### config.mk
export PLATFORM = sky130hd
export DESIGN_NAME = mem_cycle_ctr
export DESIGN_NICKNAME = d
export VERILOG_FILES = /design/src/rtl/mem_cycle_ctr.sv
export SDC_FILE = /design/constraint.sdc
export NUM_CORES = 1
export LEC_CHECK = 0
export BUFFER_PORTS_ARGS = -buffer_cell sky130_fd_sc_hd__buf_2
export CORE_AREA = 2 2 39 41
export CTS_BUF_LIST = sky130_fd_sc_hd__clkbuf_4 sky130_fd_sc_hd__clkbuf_8 sky130_fd_sc_hd__clkbuf_16
export DETAILED_ROUTE_END_ITERATION = 7
export DIE_AREA = 0 0 41 43
export SLEW_MARGIN = 20
export SYNTH_ARGS = -nofsm -noshare
export SYNTH_HDL_FRONTEND = slang
export SYNTH_SLANG_ARGS = --single-unit
export TNS_END_PERCENT = 1
### constraint.sdc
create_clock -name clk -period 1.72 [get_ports clk]
set_clock_uncertainty 0.1 [all_clocks]
set_input_delay 0.172 -clock clk [delete_from_list [all_inputs] [get_ports clk]]
set_output_delay 0.172 -clock clk [all_outputs]
set_load 0.03 [all_outputs]
### src/rtl/mem_cycle_ctr.sv
// mem_cycle_ctr: loadable down-counter that saturates at zero and flags it.
module mem_cycle_ctr #(
  parameter int W = 3
) (
  input  logic         clk,
  input  logic         reset_n,
  input  logic         load,
  input  logic [W-1:0] load_val,
  output logic [W-1:0] count,
  output logic         zero
);
  logic [W-1:0] count_q, count_d;
  always_comb count_d = load ? load_val : (count_q != '0) ? count_q - W'(1) : count_q;
  always_ff @(posedge clk or negedge reset_n)
    if (!reset_n) count_q <= '0;
    else count_q <= count_d;
  assign count = count_q;
  assign zero  = (count_q == '0);
endmodule

==> results of run 1 <==
cell families (layout without fill, tap and decap cells):
| logic type | Yosys count | after routing | share of synthesized area |
|---|---|---|---|
| simple gates | 8 | 8 | 0.288 |
| fa+ha+maj | 2 | 2 | 0.125 |
| buf+inv | 5 | 19 | 0.0938 |
| compound gates | 3 | 3 | 0.119 |
| flops | 3 | 3 | 0.375 |
report_power, final:
| group | switching [mW] | total [mW] | internal [mW] |
|---|---|---|---|
| logic | 0.0574 | 0.0944 | 0.0370 |
| clock network | 0.0364 | 0.139 | 0.103 |
| registers | 0.0116 | 0.0941 | 0.0825 |
| total | 0.105 | 0.327 | 0.222 |
final timing paths:
kind	cells past startpoint	end	slack, ns
max	5	zero	0.19
min	3	count[0]$_DFFE_PN0P_	0.1
max reg2reg	4	count[2]$_DFFE_PN0P_	0.32
min reg2reg	2	count[2]$_DFFE_PN0P_	0.53
max in group asynchronous	2	count[0]$_DFFE_PN0P_	1.24
min in group asynchronous	2	count[2]$_DFFE_PN0P_	0.17
cell usage in the layout (no fill, tap or decap), drive strengths merged:
master       count
nor4b            2
buf              9
or3b             1
dlygate4sd3      1
nand2b           2
nor2b            3
clkbuf           4
inv              5
a311oi           1
a31oi            1
ha               2
dfrtp            3
a221oi           1
cell type report:
type | instances | area (um^2) | area share
tap | 16 | 20.0 | 0.0656
multi-input combinational | 13 | 106 | 0.348
inverter | 5 | 18.8 | 0.0615
sequential | 3 | 75.1 | 0.246
timing repair buffer | 10 | 55.1 | 0.180
clock buffer | 4 | 30.0 | 0.0984
worst max-delay path, stage by stage, from the launching register on:
cell	delay (ns)
dfrtp_1	0.39
inv_1	0.09
ha_1	0.19
nand2b_1	0.10
inv_1	0.07
buf_2	0.18
timing repair:
item                      in CTS  in global routing
hold endpoints to repair       3                  0
hold buffers                   1                  0
buffers inserted               0                  0
gates resized for setup        0                  0
per-layer routing:
layer	up-vias	global-route usage	wire (um)
li1	99	-	-
met1	79	0.0806	224
met2	9	0.0781	163
met3	0	0.0628	51
met4	0	0.0200	0
met5	-	0	0
==> out/results.tsv, run 1 <==
stage	metric	value	unit
outcome	status	finished clean	
die	start_util	0.145	
synthesis	synth_nets	29	
power_and_ir_drop	power.leakage	0.160	nW
finish	fillCellCount	155	
global_route	grt_pass1_vias	182	
die	die_h	43	um
synthesis	yosysTopAreaCell	dfrtp_1	
setup_path	cp_max_fo	4	
finish	drive_above_1_share	0.371	
min_path	hold_start	load_val[0]	
cts	numCtsBuffers	3	
synthesis	yosysMostFrequentCell	inv_1	
setup_path	rr_startpoint	count[0]$_DFFE_PN0P_	
timing	maxSlewHeadroom	0.823	
timing	finalCritPeriodShare	0.890	
setup_path	cp-start-kind	register	
routing	post_drt_wl_per_cell	8.61	um
timing	setup_viol	0	
setup_path	worstSetupPathType	reg2out	
global_route	grt_pass1_wl	731	um
setup_path	critPathCaptureType	primary output	
timing	worst_pin_slew	0.263	ns
min_path	hold_class	in2reg	
setup_path	critical_path.startpoint	count[0]$_DFFE_PN0P_	
power_and_ir_drop	finalPower	0.327	mW
die	io-pin-count	10	
synthesis	yosys-top-cells-count	inv_1 (5), dfrtp_1 (3), nor2b_1 (3)	
routing	vias	187	
cts	insertion_delay	0.23	ns
die	die-area	0.00176	mm^2
finish	fin_cells	51	
synthesis	synth-seq-area-share	0.375	
die	die_width	41	um
synthesis	ys_ff_latch	3	
synthesis	synth_warnings	0	
synthesis	synth_top_area_share	0.375	
timing	hold_viol	0	
setup_path	worstPathArrival	1.26	ns
synthesis	yosys.cell_types.count	10	
synthesis	synth.avg_cell_area	9.53	um^2
run	drv_cap	0	
place	dpl_cell_area	265	um^2
routing	drt-total-wl	439	um
routing	drcViolationCount	0	
timing	fin_setup_tns	0	ns
timing	drv_slew	0	
place	dp_cells	46	
timing	period_minus_slack	1.53	ns
place	port_buffers	9	
finish	diodes	0	
cts	cts_max_level	1	
routing	routed_via_density	3.67	
routing	drtIter0Drc	5	
place	gp_congestion	0.634	
timing	fmax	653	MHz
synthesis	ys_async_sr_fraction	1.00	
synthesis	postSynthCellCount	21	
power_and_ir_drop	p_per_area	1070	mW/mm^2
timing	holdWs	0.0972	ns
timing	grt_setup_unrepaired	false	
global_route	antenna_found_initial	0	
routing	ant_nets	0	
global_route	grt_usage	0.0653	
synthesis	synthFlopType	dfrtp_1	
cts	cts_tree	yes	
finish	final_nets	44	
die	rows	14	
cts	clock_sinks	3	
global_route	grt_max_degree	8	
die	coreArea	0.00138	mm^2
timing	worst_slack	0.189	ns
cts	clk_pin_slew	0.04	ns
power_and_ir_drop	vdd_drop_max	0.000438	V
finish	final_area	305	um^2
synthesis	syn_area	200	um^2
setup_path	crit_required	1.45	ns
finish	largest_reg_flops	3	
routing	firstDrtPassIters	3	
place	dp_slack	0.316	ns
synthesis	synthTopCellsByArea	dfrtp_1 (38%), ha_1 (13%), inv_1 (9.4%), nor2b_1 (9.4%), nor4b_1 (8.8%)	
cts	clockBufferDepth	2	
finish	final_util	0.221	
global_route	grt-ovfl-total	0	
finish	areaGrowthSynthToFinish	52.5	%
synthesis	synth_edf_count	0	
cts	cts_root_buf	clkbuf_4	
Note: power is estimated with default switching activity, not from simulation.
==> run 2: changes to the inputs <==
--- a/config.mk
+++ b/config.mk
@@ -5,9 +5,11 @@
 export SDC_FILE = /design/constraint.sdc
 export NUM_CORES = 1
 export LEC_CHECK = 0
+export ABC_AREA = 1
 export BUFFER_PORTS_ARGS = -buffer_cell sky130_fd_sc_hd__buf_2
 export CORE_AREA = 2 2 39 41
 export CTS_BUF_LIST = sky130_fd_sc_hd__clkbuf_4 sky130_fd_sc_hd__clkbuf_8 sky130_fd_sc_hd__clkbuf_16
+export CTS_CLUSTER_DIAMETER = 40
 export DETAILED_ROUTE_END_ITERATION = 7
 export DIE_AREA = 0 0 41 43
 export SLEW_MARGIN = 20
==> run 2 against run 1 <==
  * Clock power barely moved
  * Sequential power rose by 19%
  * Global-route usage rose by 0.82 points
  * Via count rose by 16%
  * Fmax rose by 1.0%
  * Synthesized area rose by 3.7%
  * Sequential cell count did not move
  * Utilization rose by 0.54 points
  * Largest power group is now combinational logic
  * Largest cell class unchanged
==> out/results.tsv, run 2 <==
stage	metric	value	unit	change
setup_path	cp-start-kind	register		
timing	setup_viol	0		unchanged
timing	period_minus_slack	1.52	ns	-0.0158 ns
cts	clockBufferDepth	2		unchanged
synthesis	yosysMostFrequentCell	nand2_1		
cts	clock_sinks	3		unchanged
cts	clk_pin_slew	0.04	ns	about the same
place	dp_cells	57		+24%
timing	worst_pin_slew	0.147	ns	-0.115 ns
finish	drive_above_1_share	0.326		-0.0453
routing	drt-total-wl	443	um	+0.91%
finish	final_cell_mix	nand2_1 (16), buf_2 (9), inv_1 (5)		
die	die_width	41	um	unchanged
power_and_ir_drop	p_per_area	1450	mW/mm^2	+35%
timing	fmax	660	MHz	+1.0%
synthesis	synth_edf_count	0		unchanged
routing	drtIter0Drc	1		-4
finish	fin_cells	62		+22%
finish	areaGrowthSynthToFinish	50.6	%	
finish	fillCellCount	164		+5.8%
place	port_buffers	9		unchanged
place	dp_slack	0.450	ns	+0.134 ns
global_route	grt_max_degree	9		+1
timing	drv_slew	0		unchanged
finish	largest_reg_flops	3		unchanged
timing	worst_slack	0.205	ns	+0.0158 ns
synthesis	yosys.cell_types.count	9		-1
die	die-area	0.00176	mm^2	unchanged
global_route	grt_usage	0.0735		+0.00819
setup_path	worstSetupPathType	reg2out		
die	coreArea	0.00138	mm^2	unchanged
synthesis	postSynthCellCount	32		+52%
setup_path	worstPathArrival	1.24	ns	-0.02 ns
timing	finalCritPeriodShare	0.881		-0.00920
min_path	hold_start	load_val[2]		
synthesis	synthTopCellsByArea	dfrtp_1 (36%), nand2_1 (29%), ha_1 (12%), inv_1 (9.0%), o21ai_0 (4.8%)		
setup_path	rr_startpoint	count[0]$_DFFE_PN0P_		
finish	diodes	0		unchanged
setup_path	critPathCaptureType	primary output		
synthesis	synth_nets	40		+38%
die	start_util	0.150		+0.00542
cts	insertion_delay	0.23	ns	about the same
timing	grt_setup_unrepaired	false		
global_route	antenna_found_initial	0		unchanged
synthesis	ys_async_sr_fraction	1.00		unchanged
place	gp_congestion	0.788		+24%
synthesis	yosys-top-cells-count	nand2_1 (16), inv_1 (5), dfrtp_1 (3)		
global_route	grt_pass1_wl	814	um	+11%
synthesis	synth_warnings	0		unchanged
die	io-pin-count	10		unchanged
cts	cts_root_buf	clkbuf_4		
routing	vias	216		+16%
routing	ant_nets	0		unchanged
synthesis	ys_ff_latch	3		unchanged
run	drv_cap	0		unchanged
setup_path	critical_path.startpoint	count[0]$_DFFE_PN0P_		
synthesis	synthFlopType	dfrtp_1		
timing	maxSlewHeadroom	0.902		+0.0790
cts	cts_max_level	1		unchanged
global_route	grt-ovfl-total	0		unchanged
routing	firstDrtPassIters	2		-1
setup_path	cp_max_fo	4		unchanged
timing	fin_setup_tns	0	ns	unchanged
cts	post-cts-setup-buffers	0		unchanged
synthesis	synth_top_area_share	0.361		-0.0136
finish	layout_commonest_cell	nand2_1		
global_route	grt_pass1_vias	217		+19%
place	dp_hpwl	355	um	
die	rows	14		unchanged
cts	numCtsBuffers	3		unchanged
synthesis	synth-seq-area-share	0.361		-0.0136
synthesis	synth.avg_cell_area	6.49	um^2	-32%
power_and_ir_drop	vdd_drop_max	0.000472	V	+7.8%
timing	hold_viol	0		unchanged
setup_path	crit_required	1.45	ns	about the same
die	die_h	43	um	unchanged
synthesis	syn_area	208	um^2	+3.7%
min_path	hold_class	in2reg		
finish	final_nets	55		+25%
power_and_ir_drop	power.leakage	0.186	nW	+17%
routing	routed_via_density	3.48		-5.0%
routing	drcViolationCount	0		unchanged
synthesis	yosysTopAreaCell	dfrtp_1		
routing	post_drt_wl_per_cell	7.15	um	-17%
cts	cts_tree	yes		
outcome	status	finished clean		
[run 2: cell types whose count changed after synthesis, moves of 2 or more]
cell and change:
nand2_1 +16, nand2b_1 -2, nor2b_1 -3, nor4b_1 -2, o21ai_0 +2
[run 2: critical path, cell delays in order, from the launching register on]
cell     delay (ns)
dfrtp_1        0.39
inv_1          0.09
ha_1           0.18
inv_1          0.06
nor2_2         0.08
buf_2          0.20
[run 2: timing repair]
item,4_1_cts,5_1_grt
hold endpoints to repair,3,0
resized for setup,0,0
hold buffers,1,0
[run 2: final timing paths]
check                      slack [ns]                    to  depth (start not counted)
hold reg to reg                  0.41  count[1]$_DFFE_PN0P_                          2
max in group asynchronous        1.25  count[2]$_DFFE_PN0P_                          2
min in group asynchronous        0.16  count[1]$_DFFE_PN0P_                          2
setup reg to reg                 0.52  count[1]$_DFFE_PN0P_                          7
hold / removal                   0.05  count[2]$_DFFE_PN0P_                          3
setup / recovery                 0.20                  zero                          5
[run 2: final cells by class]
| type | instances | area, um^2 | area share |
|---|---|---|---|
| multi-input combinational | 23 | 110 | 0.352 |
| sequential | 3 | 75.1 | 0.240 |
| timing repair buffer | 10 | 55.1 | 0.176 |
| clock buffer | 4 | 30.0 | 0.0960 |
| inverter | 6 | 22.5 | 0.0720 |
| tap | 16 | 20.0 | 0.0640 |
[run 2: stage by stage]
stage	cell area [um^2]	util	hold WS, ns	power (mW)
3_5_place_dp	273	0.197	-0.128	0.315
2_1_floorplan	208	-	-0.224	0.260
3_3_place_gp	273	0.197	-0.128	0.316
5_1_grt	313	0.226	0.0478	0.500
6_report	313	0.226	0.0486	0.454
4_1_cts	313	0.226	0.0446	0.465
[run 2: logic make-up after synthesis]
kind of cell,Yosys count,share of synthesized area
adder cells (fa/ha/maj),2,0.120
AO/OA/AOI/OAI,3,0.0723
buffers and inverters,6,0.108
AND/OR/NAND/NOR,18,0.337
flip-flops,3,0.361
[run 2: layer usage]
metal / track usage / part of all wire / wire length, um / vias to the layer above
li1: - / - / - / 121
met1: 0.0682 / 0.42 / 184 / 91
met2: 0.103 / 0.52 / 230 / 4
met3: 0.0366 / 0.063 / 28 / 0
met4: 0.0800 / 0 / 0 / 0
met5: 0 / 0 / 0 / -
[run 2: power by group]
group / switching, mW / total, mW / leakage (nW) / internal (mW)
registers: 0.0193 / 0.112 / 0.0363 / 0.0925
logic: 0.136 / 0.201 / 0.131 / 0.0653
clock network: 0.0379 / 0.141 / 0.0184 / 0.103
total: 0.193 / 0.454 / 0.186 / 0.261
